[src/rtl/id_ex_stage_pkg.sv]
// rtl/id_ex_stage_pkg.sv - shared CPU constants: opcodes, control bundle layout
package id_ex_stage_pkg;

    localparam int CTRL_W = 13;

    // Control bundle bit positions:
    // {RegDst[1:0],Jump,Branch,BranchType,MemRead,MemtoReg[1:0],MemWrite,ALUSrc,RegWrite,ALUOp[1:0]}
    localparam int CTRL_REGDST_HI   = 12;
    localparam int CTRL_REGDST_LO   = 11;
    localparam int CTRL_JUMP        = 10;
    localparam int CTRL_BRANCH      = 9;
    localparam int CTRL_BRANCHTYPE  = 8;
    localparam int CTRL_MEMREAD     = 7;
    localparam int CTRL_MEMTOREG_HI = 6;
    localparam int CTRL_MEMTOREG_LO = 5;
    localparam int CTRL_MEMWRITE    = 4;
    localparam int CTRL_ALUSRC      = 3;
    localparam int CTRL_REGWRITE    = 2;
    localparam int CTRL_ALUOP_HI    = 1;
    localparam int CTRL_ALUOP_LO    = 0;

    localparam logic [5:0] OP_RTYPE = 6'h00;
    localparam logic [5:0] OP_J     = 6'h02;
    localparam logic [5:0] OP_JAL   = 6'h03;
    localparam logic [5:0] OP_BEQ   = 6'h04;
    localparam logic [5:0] OP_BNE   = 6'h05;
    localparam logic [5:0] OP_ADDI  = 6'h08;
    localparam logic [5:0] OP_LW    = 6'h23;
    localparam logic [5:0] OP_SW    = 6'h2b;

    function automatic logic [15:0] sat_inc16(input logic [15:0] v);
        return (v == 16'hFFFF) ? v : v + 16'd1;
    endfunction

endpackage

[src/rtl/id_ex_stage_if.sv]
// rtl/id_ex_stage_if.sv - ID/EX pipeline register bus: decode inputs, EX outputs, hazard status
interface id_ex_stage_if
    import id_ex_stage_pkg::*;
#(
    parameter int DATA_W = 32,
    parameter int C_W    = CTRL_W
);
    logic [C_W-1:0]    IDCtrl;
    logic [DATA_W-1:0] IDPCPlus4, IDReadData1, IDReadData2, IDSignImm;
    logic [4:0]        IDRs, IDRt, IDRd;
    logic              IDUsesRt;
    logic              Flush;
    logic              HoldEX;

    logic [C_W-1:0]    EXCtrl;
    logic [DATA_W-1:0] EXPCPlus4, EXReadData1, EXReadData2, EXSignImm;
    logic [4:0]        EXRs, EXRt, EXRd;
    logic              EXValid;
    logic              HazardStall;
    logic [15:0]       BubbleCount;

    modport master (
        output IDCtrl, IDPCPlus4, IDReadData1, IDReadData2, IDSignImm,
               IDRs, IDRt, IDRd, IDUsesRt, Flush, HoldEX,
        input  EXCtrl, EXPCPlus4, EXReadData1, EXReadData2, EXSignImm,
               EXRs, EXRt, EXRd, EXValid, HazardStall, BubbleCount
    );

    modport slave (
        input  IDCtrl, IDPCPlus4, IDReadData1, IDReadData2, IDSignImm,
               IDRs, IDRt, IDRd, IDUsesRt, Flush, HoldEX,
        output EXCtrl, EXPCPlus4, EXReadData1, EXReadData2, EXSignImm,
               EXRs, EXRt, EXRd, EXValid, HazardStall, BubbleCount
    );
endinterface

[src/rtl/id_ex_stage_hazard_detect.sv]
// rtl/id_ex_stage_hazard_detect.sv - load-use comparator between the load in EX and the instruction in ID
module hazard_detect (
    input  logic       ex_valid,
    input  logic       ex_mem_read,
    input  logic [4:0] ex_rt,
    input  logic [4:0] id_rs,
    input  logic [4:0] id_rt,
    input  logic       id_uses_rt,
    output logic       lu
);
    // $zero never carries a dependency, and a bubble in EX masks the hazard
    assign lu = ex_valid & ex_mem_read & (ex_rt != 5'd0) &
                ((ex_rt == id_rs) | (id_uses_rt & (ex_rt == id_rt)));
endmodule

[src/rtl/id_ex_stage.sv]
// rtl/id_ex_stage.sv - ID/EX pipeline register with flush, hold, load-use bubble insertion
module id_ex_stage
    import id_ex_stage_pkg::*;
#(
    parameter int DATA_W = 32,
    parameter int C_W    = CTRL_W
) (
    input  logic          clk,
    input  logic          reset,
    id_ex_stage_if.slave  bus
);
    logic [C_W-1:0]    ex_ctrl;
    logic [DATA_W-1:0] ex_pc4, ex_rd1, ex_rd2, ex_imm;
    logic [4:0]        ex_rs, ex_rt, ex_rd;
    logic              ex_valid;
    logic [15:0]       bubble_cnt;
    logic              lu;

    hazard_detect u_hazard (
        .ex_valid    (ex_valid),
        .ex_mem_read (ex_ctrl[CTRL_MEMREAD]),
        .ex_rt       (ex_rt),
        .id_rs       (bus.IDRs),
        .id_rt       (bus.IDRt),
        .id_uses_rt  (bus.IDUsesRt),
        .lu          (lu)
    );

    // Flush outranks the stall: the dependent instruction dies anyway
    assign bus.HazardStall = lu & ~bus.Flush;

    always_ff @(posedge clk or negedge reset) begin
        if (!reset) begin
            ex_ctrl    <= '0;
            ex_pc4     <= '0;
            ex_rd1     <= '0;
            ex_rd2     <= '0;
            ex_imm     <= '0;
            ex_rs      <= '0;
            ex_rt      <= '0;
            ex_rd      <= '0;
            ex_valid   <= 1'b0;
            bubble_cnt <= '0;
        end else if (bus.Flush) begin
            ex_ctrl    <= '0;
            ex_pc4     <= '0;
            ex_rd1     <= '0;
            ex_rd2     <= '0;
            ex_imm     <= '0;
            ex_rs      <= '0;
            ex_rt      <= '0;
            ex_rd      <= '0;
            ex_valid   <= 1'b0;
            bubble_cnt <= sat_inc16(bubble_cnt);
        end else if (!bus.HoldEX) begin
            // On load-use only control and valid are zeroed; datapath content is don't-care
            ex_ctrl    <= lu ? '0 : bus.IDCtrl;
            ex_valid   <= ~lu;
            ex_pc4     <= bus.IDPCPlus4;
            ex_rd1     <= bus.IDReadData1;
            ex_rd2     <= bus.IDReadData2;
            ex_imm     <= bus.IDSignImm;
            ex_rs      <= bus.IDRs;
            ex_rt      <= bus.IDRt;
            ex_rd      <= bus.IDRd;
            if (lu)
                bubble_cnt <= sat_inc16(bubble_cnt);
        end
    end

    assign bus.EXCtrl      = ex_ctrl;
    assign bus.EXPCPlus4   = ex_pc4;
    assign bus.EXReadData1 = ex_rd1;
    assign bus.EXReadData2 = ex_rd2;
    assign bus.EXSignImm   = ex_imm;
    assign bus.EXRs        = ex_rs;
    assign bus.EXRt        = ex_rt;
    assign bus.EXRd        = ex_rd;
    assign bus.EXValid     = ex_valid;
    assign bus.BubbleCount = bubble_cnt;
endmodule
[src/flat_wrapper.sv]
// flat-port wrapper written by rule: the top's interface ports become plain ports
module id_ex_stage_flat import id_ex_stage_pkg::*;
#(
    parameter int DATA_W = 32,
    parameter int C_W    = CTRL_W
)
  (clk, reset, bus_IDCtrl, bus_IDPCPlus4, bus_IDReadData1, bus_IDReadData2, bus_IDSignImm, bus_IDRs, bus_IDRt, bus_IDRd, bus_IDUsesRt, bus_Flush, bus_HoldEX, bus_EXCtrl, bus_EXPCPlus4, bus_EXReadData1, bus_EXReadData2, bus_EXSignImm, bus_EXRs, bus_EXRt, bus_EXRd, bus_EXValid, bus_HazardStall, bus_BubbleCount);
  id_ex_stage_if #(.DATA_W(DATA_W), .C_W(C_W)) bus_i ();
  input  logic clk;
  input  logic reset;
  input wire logic [$bits(bus_i.IDCtrl)-1:0] bus_IDCtrl;
  input wire logic [$bits(bus_i.IDPCPlus4)-1:0] bus_IDPCPlus4;
  input wire logic [$bits(bus_i.IDReadData1)-1:0] bus_IDReadData1;
  input wire logic [$bits(bus_i.IDReadData2)-1:0] bus_IDReadData2;
  input wire logic [$bits(bus_i.IDSignImm)-1:0] bus_IDSignImm;
  input wire logic [$bits(bus_i.IDRs)-1:0] bus_IDRs;
  input wire logic [$bits(bus_i.IDRt)-1:0] bus_IDRt;
  input wire logic [$bits(bus_i.IDRd)-1:0] bus_IDRd;
  input wire logic [$bits(bus_i.IDUsesRt)-1:0] bus_IDUsesRt;
  input wire logic [$bits(bus_i.Flush)-1:0] bus_Flush;
  input wire logic [$bits(bus_i.HoldEX)-1:0] bus_HoldEX;
  output wire logic [$bits(bus_i.EXCtrl)-1:0] bus_EXCtrl;
  output wire logic [$bits(bus_i.EXPCPlus4)-1:0] bus_EXPCPlus4;
  output wire logic [$bits(bus_i.EXReadData1)-1:0] bus_EXReadData1;
  output wire logic [$bits(bus_i.EXReadData2)-1:0] bus_EXReadData2;
  output wire logic [$bits(bus_i.EXSignImm)-1:0] bus_EXSignImm;
  output wire logic [$bits(bus_i.EXRs)-1:0] bus_EXRs;
  output wire logic [$bits(bus_i.EXRt)-1:0] bus_EXRt;
  output wire logic [$bits(bus_i.EXRd)-1:0] bus_EXRd;
  output wire logic [$bits(bus_i.EXValid)-1:0] bus_EXValid;
  output wire logic [$bits(bus_i.HazardStall)-1:0] bus_HazardStall;
  output wire logic [$bits(bus_i.BubbleCount)-1:0] bus_BubbleCount;
  assign bus_i.IDCtrl = bus_IDCtrl;
  assign bus_i.IDPCPlus4 = bus_IDPCPlus4;
  assign bus_i.IDReadData1 = bus_IDReadData1;
  assign bus_i.IDReadData2 = bus_IDReadData2;
  assign bus_i.IDSignImm = bus_IDSignImm;
  assign bus_i.IDRs = bus_IDRs;
  assign bus_i.IDRt = bus_IDRt;
  assign bus_i.IDRd = bus_IDRd;
  assign bus_i.IDUsesRt = bus_IDUsesRt;
  assign bus_i.Flush = bus_Flush;
  assign bus_i.HoldEX = bus_HoldEX;
  assign bus_EXCtrl = bus_i.EXCtrl;
  assign bus_EXPCPlus4 = bus_i.EXPCPlus4;
  assign bus_EXReadData1 = bus_i.EXReadData1;
  assign bus_EXReadData2 = bus_i.EXReadData2;
  assign bus_EXSignImm = bus_i.EXSignImm;
  assign bus_EXRs = bus_i.EXRs;
  assign bus_EXRt = bus_i.EXRt;
  assign bus_EXRd = bus_i.EXRd;
  assign bus_EXValid = bus_i.EXValid;
  assign bus_HazardStall = bus_i.HazardStall;
  assign bus_BubbleCount = bus_i.BubbleCount;
  id_ex_stage #(.DATA_W(DATA_W), .C_W(C_W)) u_core (.clk(clk), .reset(reset), .bus(bus_i));
endmodule
[config.mk]
export PLATFORM = sky130hd
export DESIGN_NAME = id_ex_stage_flat
export DESIGN_NICKNAME = d
export VERILOG_FILES = /design/src/rtl/id_ex_stage_pkg.sv /design/src/rtl/id_ex_stage_if.sv /design/src/rtl/id_ex_stage_hazard_detect.sv /design/src/rtl/id_ex_stage.sv /design/src/flat_wrapper.sv
export SDC_FILE = /design/constraint.sdc
export NUM_CORES = 1
export LEC_CHECK = 0
export ABC_CLOCK_PERIOD_IN_PS = 3980
export BUFFER_PORTS_ARGS = -buffer_cell sky130_fd_sc_hd__buf_2
export CORE_AREA = 2 2 131 133
export CTS_CLUSTER_SIZE = 14
export DETAILED_ROUTE_END_ITERATION = 6
export DIE_AREA = 0 0 133 135
export GPL_ROUTABILITY_DRIVEN = 0
export PLACE_DENSITY = 0.76
export SYNTH_ARGS = -nofsm -noshare
export SYNTH_HDL_FRONTEND = slang
export SYNTH_HIERARCHICAL = 1
export SYNTH_SLANG_ARGS = --single-unit
[constraint.sdc]
create_clock -name clk -period 3.98 [get_ports clk]
set_input_delay 1.194 -clock clk [delete_from_list [all_inputs] [get_ports clk]]
set_output_delay 1.194 -clock clk [all_outputs]
set_load 0.005 [all_outputs]
==> out/summary.txt <==
HPWL after detailed placement -> 12.96 mm
largest family of logic cells by synthesized area -> multiplexers
Synth Area in XOR/XNOR -> 3.030%
worst reg-to-reg path cell count -> 9
drt pass-1 iters -> 4
clock sink count -> 173
Mapped Cells -> 613
drc violations -> 0
post-synthesis async set-or-reset flop share -> 100.0%
Most used DFF post-synth -> dfrtp_1
slew margin rel. -> 46.93%
PortBufs -> 334
Reg2Reg Setup Slack -> 1.36 ns
Reg-to-Reg Start -> u_core/bus.EXRt[2]
Compound-Gate Fraction of Synth Area -> 1.524%
Fin Clk Skew -> 0.006957 ns
Netlist Area Pre-Place -> 0.007227 mm2
Synth-to-Final Area Change -> 34.37%
core area -> 0.01641 mm2
All-Layer GR Usage -> 20.47%
post_cts resized -> 0
placed inst area -> 0.009095 mm2
CTS Root Cell -> clkbuf_16
Vias -> 5701
Setup CP Type -> in2out
Internal -> 0.003199 W
HP Class -> reg2reg
Worst setup SP type -> input port
Worst Hold Path EP -> u_core/bus.EXCtrl[5]
Worst-Margin Slew -> 0.7961 ns
Die Y -> 135 um
total CTS buffers -> 17
die area -> 0.01796 mm2
I/O pins -> 335
H-tree levels -> 4
post-route insts no fill -> 1164
pwr/cell area -> 443.0 mW/mm2
Slew Limit Fails -> 0
setup_tns -> 0 ns
clock power share -> 40.1%
maximum vdd drop -> 0.0002725 V
number of global-route vias before repair -> 5694
WP data required -> 2.79 ns
reg2reg end -> u_core/bus.BubbleCount[15]
# setup viols final -> 0
Hold Crit Depth -> 2
Iter 0 DRT Violations -> 289
Switching Fraction -> 25.65%
aggregate routed wire length -> 18.62 mm
fmax -> 0.2768 GHz
RSZ-0062 raised after global routing -> false
Max-cap violations -> 0
adder-cell area share of the yosys netlist -> 0.1731%
grt total ovfl -> 0
fraction of layout cells with a size suffix above 1 -> 39.83%
crit-path max FO -> 2
vias per inst -> 4.898
Initial Util -> 44.05%
initial antenna violation count -> 0
leakage power -> 5.506 nW
#FFs+latches synth -> 173
Final Hold Fails -> 0
clk_lat worst skew -> 0.42 ns
Filler Cell Count -> 1384
Die X -> 133 um
simple-gate share of the synthesized area -> 12.88%
DR WL/cell -> 16.00 um
sequential share of the synthesized area -> 59.90%
status -> finished, final reports clean
Antenna Nets Post-Route -> 0
Post-CTS Setup Bufs -> 0
Reg power frac -> 46.4%
Post-Syn Nets -> 775
Netlist cell types -> 31
switching power -> 0.001103 W
worst path arrival time -> 2.42 ns
Placed Cells -> 1132
Layout Cell Area excl Fill -> 0.009711 mm2
Post-synth EDFFs -> 0
CTS tree -> yes
largest net degree at the start of global routing -> 158
Max clock buf depth -> 2
crit end category -> output port
mux cell area share after synthesis -> 19.96%
period utilization -> 90.76%
Layout Nets -> 1093
min-delay src -> u_core/bus.EXCtrl[5]
Site Rows -> 47
minimum clock period -> 3.612 ns
Synth Warn # -> 6
first-pass GRT wire length -> 29.30 mm
Antenna diodes -> 0
Comb pwr share -> 13.5%
Hold-fix buffers, CTS -> 0
syn_area_per_cell -> 11.79 um2
Reg clk slew, reported paths -> 0.07 ns
==> how the worst max path moves through the flow <==
stage                     start         endpoint  slack [ns]  cells past startpoint
floorplan           bus_IDRt[2]  bus_HazardStall        0.29                      7
global placement    bus_IDRt[2]  bus_HazardStall        0.36                      7
detailed placement  bus_IDRt[2]  bus_HazardStall        0.37                      7
CTS                 bus_IDRt[2]  bus_HazardStall        0.36                      7
global route        bus_IDRt[2]  bus_HazardStall        0.28                      7
finish              bus_IDRt[2]  bus_HazardStall        0.37                      7
==> state kept, by name, indices dropped and copies added (netlist names), 5 cells and up <==
signal,count
u_core/bus.EXReadData2,32
u_core/bus.EXRt,5
u_core/bus.EXSignImm,32
u_core/bus.EXRd,5
u_core/bus.EXPCPlus4,32
u_core/bus.EXRs,5
u_core/bus.BubbleCount,16
u_core/bus.EXReadData1,32
u_core/bus.EXCtrl,13
==> worst max-delay path, cell delays in order <==
cell     delay [ns]
buf_2          0.11
xor2_1         0.14
nor4_1         0.29
nand3_1        0.11
a21oi_1        0.22
nor2b_1        0.20
buf_2          0.16
==> stage by stage <==
step | hold slack [ns] | total power, W | util (%) | setup slack [ns]
finish | 0.5121 | 0.004302 | 59.19 | 0.3678
detailed placement | 0.5026 | 0.002613 | 55.43 | 0.3744
floorplan | 0.4882 | 0.002288 | - | 0.2923
CTS | 0.5161 | 0.004349 | 59.19 | 0.3616
global placement | 0.4929 | 0.002594 | 55.43 | 0.3649
global route | 0.5359 | 0.004498 | 59.19 | 0.2818
==> power by group through the flow <==
stage	Combinational (W)	Clock, W	Sequential [W]
final	0.000580	0.00172	0.00200
after global routing	0.000641	0.00184	0.00202
after CTS	0.000588	0.00176	0.00200
after detailed placement	0.000586	0	0.00203
after global placement	0.000571	0	0.00202
after floorplan	0.000265	0	0.00202
==> cells in the mapped netlist, drive strengths merged (6+ instances only) <==
library cell | count | share of area [%]
xnor2 | 10 | 1.2
nor3b | 13 | 1.4
nand3 | 8 | 0.55
a21oi | 15 | 1.0
nand4 | 6 | 0.52
dfrtp | 173 | 60
buf | 20 | 1.4
nor2 | 162 | 8.4
xor2 | 15 | 1.8
clkbuf | 21 | 1.1
mux2i | 143 | 20
nor4 | 7 | 0.81
==> per-layer routing <==
layer  part of all wire (%)  global-route usage, %  routed length, um  up-vias
li1                       -                      -                  -     2710
met1                     41                  25.51               7595     2738
met2                     51                  34.48               9436      217
met3                    5.9                  4.767               1099       36
met4                    2.6                  8.602                488        0
met5                      0                      0                  0        -
==> cell type report <==
class	count	area (um2)	area share [%]
sequential	173	4329	44.58
multi-input combinational	398	2715	27.96
timing repair buffer	340	1772	18.25
clock buffer	20	456.7	4.703
tap	220	275.3	2.835
clock inverter	12	158.9	1.636
inverter	1	3.754	0.03865
==> layout by cell type (no fill, tap or decap), types with 2 or more instances in the layout <==
| master | n |
|---|---|
| nand3_1 | 8 |
| nor3b_1 | 13 |
| nand4_1 | 6 |
| buf_4 | 4 |
| inv_6 | 4 |
| buf_12 | 3 |
| nor3_1 | 2 |
| dfrtp_1 | 173 |
| nand2_1 | 2 |
| mux2i_1 | 143 |
| a21oi_1 | 15 |
| clkbuf_8 | 3 |
| clkbuf_16 | 17 |
| or4_1 | 2 |
| clkinvlp_4 | 2 |
| nor4_1 | 6 |
| xnor2_1 | 10 |
| buf_2 | 331 |
| clkinv_2 | 2 |
| bufinv_16 | 3 |
| nor2_1 | 162 |
| nor2b_1 | 2 |
| xor2_1 | 15 |
==> kinds of logic (layout without fill, tap and decap cells) <==
logic type | Yosys count | in the layout
flops | 173 | 173
fa+ha+maj | 1 | 1
xor+xnor | 25 | 25
compound gates | 19 | 19
mux | 144 | 144
buf+inv | 42 | 373
simple gates | 209 | 209
Power figures use the tool's default switching activity.
